--- src/rtl/rr_priority_arbiter.sv ---
// rr_priority_arbiter: N-way arbiter with a registered one-hot grant.
// It runs fixed-priority (bit 0 highest) or round-robin arbitration and can
// optionally limit how long one owner holds the grant while others wait.
module rr_priority_arbiter #(
   parameter int N        = 4,
   parameter int MAX_HOLD = 0,
   parameter int IDXW     = $clog2(N)
) (
   input  logic            clk,
   input  logic            rst_n,
   input  logic [N-1:0]    req,
   input  logic            mode,
   output logic [N-1:0]    grant,
   output logic            grant_valid,
   output logic [IDXW-1:0] grant_idx
);

   // The hold counter only has to reach MAX_HOLD. When tenure is unlimited,
   // a 1-bit counter that stays saturated at 1 is enough.
   localparam int CW = (MAX_HOLD > 1) ? $clog2(MAX_HOLD + 1) : 1;
   localparam logic [CW-1:0] HOLD_SAT = (MAX_HOLD == 0) ? {CW{1'b1}} : CW'(MAX_HOLD);
   localparam bit PREEMPT_EN = (MAX_HOLD != 0);

   typedef enum logic {IDLE, BUSY} state_t;

   state_t          state_q, state_d;
   logic [N-1:0]    grant_q, grant_d;
   logic [IDXW-1:0] idx_q, idx_d;
   logic [IDXW-1:0] ptr_q, ptr_d;
   logic [CW-1:0]   hold_q, hold_d;

   logic            do_grant;
   logic [N-1:0]    cand;
   logic [N-1:0]    others;
   logic [IDXW-1:0] win;

   // Return the first set bit of mask. The search starts at start and
   // wraps from N-1 back to 0.
   function automatic logic [IDXW-1:0] pick(input logic [N-1:0] mask,
                                            input logic [IDXW-1:0] start);
      logic [IDXW-1:0] res;
      logic [IDXW-1:0] pos;
      logic            found;
      res   = '0;
      found = 1'b0;
      for (int i = 0; i < N; i++) begin
         pos = IDXW'((int'(start) + i) % N);
         if (!found && mask[pos]) begin
            res   = pos;
            found = 1'b1;
         end
      end
      return res;
   endfunction

   // Next-state decision: keep the owner, hand over directly, or go idle.
   always_comb begin
      // NOTE: every variable gets a default first so that no path can infer a latch.
      state_d  = state_q;
      grant_d  = grant_q;
      idx_d    = idx_q;
      ptr_d    = ptr_q;
      hold_d   = hold_q;
      do_grant = 1'b0;
      cand     = '0;
      others   = req & ~grant_q;
      win      = '0;

      unique case (state_q)
         IDLE: begin
            if (|req) begin
               do_grant = 1'b1;
               cand     = req;
            end
         end
         BUSY: begin
            if (req[idx_q] && !(PREEMPT_EN && (hold_q == HOLD_SAT) && (|others))) begin
               // The owner keeps the grant. The tenure count saturates.
               if (hold_q != HOLD_SAT) hold_d = hold_q + 1'b1;
            end else if (|others) begin
               // The owner released or was preempted. The owner is excluded from the pick.
               do_grant = 1'b1;
               cand     = others;
            end else begin
               state_d = IDLE;
               grant_d = '0;
               idx_d   = '0;
               hold_d  = '0;
            end
         end
         default: state_d = IDLE;
      endcase

      if (do_grant) begin
         // mode is sampled only here, so it never changes a grant that is already held.
         win     = pick(cand, mode ? ptr_q : '0);
         grant_d = {{(N-1){1'b0}}, 1'b1} << win;
         idx_d   = win;
         state_d = BUSY;
         hold_d  = CW'(1);
         if (mode) ptr_d = IDXW'((int'(win) + 1) % N);
      end
   end

   // State register. Reset is asynchronous, so grant drops as soon as rst_n goes low.
   always_ff @(posedge clk or negedge rst_n) begin
      if (!rst_n) begin
         // NOTE: sequential state uses non-blocking assignments so that all registers update together.
         state_q <= IDLE;
         grant_q <= '0;
         idx_q   <= '0;
         ptr_q   <= '0;
         hold_q  <= '0;
      end else begin
         state_q <= state_d;
         grant_q <= grant_d;
         idx_q   <= idx_d;
         ptr_q   <= ptr_d;
         hold_q  <= hold_d;
      end
   end

   assign grant       = grant_q;
   assign grant_valid = |grant_q;
   assign grant_idx   = idx_q;

endmodule

--- config.mk ---
export PLATFORM = sky130hd
export DESIGN_NAME = rr_priority_arbiter
export DESIGN_NICKNAME = d
export VERILOG_FILES = /design/src/rtl/rr_priority_arbiter.sv
export SDC_FILE = /design/constraint.sdc
export NUM_CORES = 1
export LEC_CHECK = 0
export CAP_MARGIN = 10
export CORE_ASPECT_RATIO = 0.7
export CORE_MARGIN = 1.5
export CORE_UTILIZATION = 48
export DETAILED_ROUTE_END_ITERATION = 7
export HOLD_SLACK_MARGIN = 0.02
export PLACE_DENSITY = 0.79
export SLEW_MARGIN = 0
export SYNTH_ARGS = -nofsm -noshare
export SYNTH_HDL_FRONTEND = slang
export SYNTH_SLANG_ARGS = --single-unit
--- constraint.sdc ---
create_clock -name clk -period 2.75 [get_ports clk]
set_input_delay 0.4125 -clock clk [delete_from_list [all_inputs] [get_ports clk]]
set_output_delay 0.4125 -clock clk [all_outputs]
set_load 0.02 [all_outputs]
# Word-level counts from Yosys, hierarchy flattened
# Cells that the tools add are included.
dict set report word_totals {
  ff_bits 9
  out_inout_bits 7
}
dict set report op_classes {
  eq_ne 2
  n_reduce_logical 12
  magnitude_cmp 5
  n_bitwise 3
  shifts 1
  mux 41
  addsub 4
}
# op n
set ops {}
lappend ops {{2-to-1 mux 4 bit} 7}
lappend ops {{2-to-1 mux 2 bit} 10}
lappend ops {{2-to-1 mux 1 bit} 17}
lappend ops {{< comparator 2 x 3 -> 1 bit (second input constant)} 5}
lappend ops {{OR reduction 4 bit} 3}
lappend ops {{binary-select mux 1 bit (select 2 bit)} 5}
lappend ops {{case mux 4 bit (2 select lines)} 1}
lappend ops {{adder 2 x 1 -> 2 bit (second input constant)} 2}
lappend ops {{adder 2 bit (second input constant)} 2}
lappend ops {{AND 4 bit} 1}
lappend ops {{!= test 2 bit (second input constant)} 2}
lappend ops {{inverter 4 bit} 1}
lappend ops {{<< shifter 1 x 2 -> 4 bit (first input constant)} 1}
lappend ops {{logical AND 1 bit} 3}
lappend ops {{zero test 1 bit} 3}
lappend ops {{AND reduction 3 bit} 1}
lappend ops {{case mux 1 bit (2 select lines)} 1}
lappend ops {{AND reduction 2 bit} 1}
lappend ops {{nonzero test 2 bit} 1}
lappend ops {{inverter 1 bit} 1}

# Logic depth before layout (Yosys ltp)
dict set report depth {
  word_depth 24
  mapped_depth 9
}

# Worst setup path after synthesis
# OpenSTA, ideal clock, no wires.
dict set report synth_path {
  path_kind {flip-flop to flip-flop}
  startpoint {reg idx_q[0], in the netlist grant_idx[0]}
  endpoint {reg ptr_q[1]}
  stages_incl_launch_ff 10
  slack_ns 0.052
  arrival_time_ns 2.570
  synth_period_minus_slack_ns 2.698
  path_cell_list {dfrtp_1 buf_4 nor4_1 a211oi_1 a22o_1 a32o_1 and3_1 a211o_1 ha_1 mux2_1}
}
dict set report synth_between {
  elab_chain_len 21
  elab_cells_between_ends 33
}
# item line_no
set synth_lines {}
lappend synth_lines {{start, declared} 28} ;# logic [IDXW-1:0] idx_q, idx_d;
lappend synth_lines {{start signal, assigned} 117} ;# idx_q <= idx_d;
lappend synth_lines {{binary-select mux 1 bit (select 2 bit) (*)} 77} ;# if (req[idx_q] && !(PREEMPT_EN && (hold_q == HOLD_SAT) && (|others))) begin
lappend synth_lines {{2-to-1 mux 1 bit (implied by the code) (*)} 77}
lappend synth_lines {{2-to-1 mux 4 bit} 77}
lappend synth_lines {{case mux 4 bit (2 select lines)} 69} ;# unique case (state_q)
lappend synth_lines {{binary-select mux 1 bit (select 2 bit)} 48} ;# if (!found && mask[pos]) begin
lappend synth_lines {{2-to-1 mux 1 bit (implied by the code)} 48}
lappend synth_lines {{2-to-1 mux 1 bit} 48}
lappend synth_lines {{2-to-1 mux 1 bit} 94} ;# if (do_grant) begin
lappend synth_lines {{[... 5 more ...]} n/a}
lappend synth_lines {{logical AND 1 bit} 48}
lappend synth_lines {{2-to-1 mux 1 bit} 48}
lappend synth_lines {{2-to-1 mux 1 bit} 94}
lappend synth_lines {{zero test 1 bit} 48}
lappend synth_lines {{logical AND 1 bit} 48}
lappend synth_lines {{2-to-1 mux 2 bit} 48}
lappend synth_lines {{2-to-1 mux 2 bit} 94}
lappend synth_lines {{adder 2 x 1 -> 2 bit} 101} ;# if (mode) ptr_d = IDXW'((int'(win) + 1) % N);
lappend synth_lines {{end signal, assigned} 118} ;# ptr_q <= ptr_d;
lappend synth_lines {{end, declared} 29} ;# logic [IDXW-1:0] ptr_q, ptr_d;
# Every way passes the cells marked *; elsewhere a longest branch is shown, timed or not. The select of a mux whose other input is x is not followed.
# A chain may end at the register's enable or synchronous reset.

# Final worst setup path
# Ends and elaborated chain as after synthesis.

==> results.cfg <==
[flow_run]
maxCapViolations = 0

[routing]
drt_pass1_iterations = 4
drc_errors = 0
route.detailed.wl_per_inst_um = 15.6
drtIter0Drc = 71
viasPerCell = 6.18
vias = 1081
antenna_left = 0
wl_mm = 2.74

[critical_path]
end_kind = flop
required_ps = 2920
arrival_ps = 2860
cp_max_fo = 6
critPathKind = reg -> reg
startpoint_type = flop

[logic_synthesis]
yosys.area.top_type_share = 0.232
seq_area_frac_synth = 0.232
syn_avg_cell_area_um2 = 8.83
syn_inst = 110
synth_edf_count = 0
synth-seq-cells = 9
syn_nets = 121
synth.top_cells.by_area = dfrtp_1, a22o_1, ha_1
ys_async_sr_fraction = 1.00
ys.flop_type = dfrtp_1
synth_warnings = 0
synth_area_um2 = 971
ys_types = 51
synth.largest_area_cell = dfrtp_1

[pwr]
power.density_mw_per_mm2 = 1270
pwr-share-seq = 0.183
power_switching_mw = 0.783
ir_drop_uv = 1080
p_total_mw = 1.79
p_comb_frac = 0.755
clockPowerShare = 0.063
p_leak_nw = 0.680
switching_share = 0.437
internal_power_mw = 1.01

[floorplan]
die_h_um = 40.6
dieWidth_um = 56.8
rows = 13
coreArea_mm2 = 0.00189
start_util = 0.515
io_pins = 14
dieArea_mm2 = 0.00231

[sta]
finalSetupViolCount = 0
timing.final.crit_share = 0.980
min_period_ps = 2690
worst_pin_slew_ps = 413
setup_tns_ps = 0
slew-limit-headroom = 0.724
fmax_mhz = 371
rsz0062_at_grt = true
clock_skew_ps = 14.3
finalHoldViolations = 0
slew_viol_final = 0
hold_ws_ps = 424

[finish]
fill_cells = 137
final_util = 0.749
n_antenna_cell = 0
seq_area_um2 = 228
final_area_mm2 = 0.00141
fin_nets = 165
drive_above_1_share = 0.346
multi_input_area_um2 = 751
final_common_cell = buf_4
areaGrowthSynthToFinish_pct = 45.5
mostFrequentLayoutCells = buf_4, clkdlybuf4s50_1, nor2_1

[cts]
cts_tree = yes
insertion_delay_ps = 280
ctsLongestPathBuffers = 2
cts_sinks = 9
htree_levels = 1
cts_made_buffers = 3
clk_pin_slew_worst_paths_ps = 80
root_buffer = clkbuf_4
cts_hold_buf = 0

[global_route]
met3_usage = 0.0820
busiest_layer = met2
grt_max_degree = 11
grt_util_met1 = 0.324
grt_use_met2 = 0.442
grt_pass1_vias = 967
antenna_found_initial = 0
grtUsageTotal = 0.264
overflow = 0
grt_pass1_wl_mm = 4.43

[placement]
io_buffers = 13
place_hpwl_mm = 2.07
postPlaceCellArea_mm2 = 0.00132
place_congestion = 0.934

[min_path]
min_path_type = in -> async

[status]
status = complete, no violations
[per-layer routing]
| layer | wire (µm) | share of wire |
|---|---|---|
| met1 | 1260 | 0.46 |
| met2 | 1210 | 0.44 |
| met3 | 197 | 0.072 |
| met4 | 71 | 0.026 |
| met5 | 0 | 0 |
[cell families after synthesis]
group | synth area share
buffers and inverters | 0.0477
adders and majority gates | 0.0515
xor gates and xnor gates | 0.00902
muxes | 0.110
DFF | 0.232
and+or+nand+nor | 0.269
AOI/OAI and AO/OA | 0.281
[final timing paths]
| check | slack [ps] | startpoint | depth (start not counted) | end |
|---|---|---|---|---|
| setup / recovery | 60 | grant_idx[0]$_DFFE_PN0P_ | 10 | ptr_q[1]$_DFFE_PN0P_ |
| hold / removal | 420 | rst_n | 1 | ptr_q[0]$_DFFE_PN0P_ |
| setup reg to reg | 60 | grant_idx[0]$_DFFE_PN0P_ | 10 | ptr_q[1]$_DFFE_PN0P_ |
| hold reg to reg | 620 | grant[2]$_DFFE_PN0P_ | 1 | grant[2]$_DFFE_PN0P_ |
| max in group asynchronous | 2000 | rst_n | 1 | grant_idx[0]$_DFFE_PN0P_ |
| min in group clk | 620 | grant[2]$_DFFE_PN0P_ | 1 | grant[2]$_DFFE_PN0P_ |
[sequential cells by signal, indices dropped and copies added, names as in the netlist]
register / cells
grant: 4
grant_idx: 2
ptr_q: 2
state_q: 1
[final cells by class]
type | count | area share
timing repair buffer | 44 | 0.259
tap | 22 | 0.0195
sequential | 9 | 0.161
multi-input combinational | 92 | 0.531
clock buffer | 4 | 0.0186
inverter | 4 | 0.0106
[through the flow]
step | setup slack, ps | instances
3_3_place_gp | -452 | 169
6_report | 55.1 | 175
5_1_grt | -29.9 | 175
4_1_cts | 3.49 | 173
2_1_floorplan | 52.2 | 110
3_5_place_dp | -465 | 169
[Yosys cell counts (2+ instances only)]
library cell  n
ha_1          4
a211o_1       2
nor2_1        8
mux2_2        2
a221oi_1      2
nand2b_1      6
a22o_1        7
nor2b_1       2
buf_4         3
a21o_1        3
dfrtp_1       9
and3b_1       2
inv_1         3
nand3_1       2
or4_1         2
mux2i_1       5
nand2_1       7
nand4_1       3
a21oi_1       3
nor3_1        2
a211oi_1      2
and2_1        2
[timing repair]
| action | in CTS | in global routing |
|---|---|---|
| setup endpoints to repair | 5 | 5 |
| pin swaps | 3 | 5 |
| resized for setup | 6 | 15 |
| setup buffers | 0 | 2 |
[critical path, stage by stage, from the launching register on]
cell and delay, ps:
dfrtp_2 480, buf_6 160, and3b_1 150, a222oi_1 310
buf_4 200, and2_1 140, nand4_1 120, and4b_1 220
a211o_1 250, ha_1 280, mux2_1 280
[power by group through the flow]
| stage | clock network (mW) | logic, mW | registers, mW |
|---|---|---|---|
| final | 0.112 | 1.35 | 0.327 |
| after global routing | 0.119 | 1.48 | 0.337 |
| after CTS | 0.115 | 1.28 | 0.314 |
| after detailed placement | 0 | 1.26 | 0.310 |
| after global placement | 0 | 1.23 | 0.305 |
| after floorplan | 0 | 0.753 | 0.288 |
Note: power is estimated with default switching activity, not from simulation.
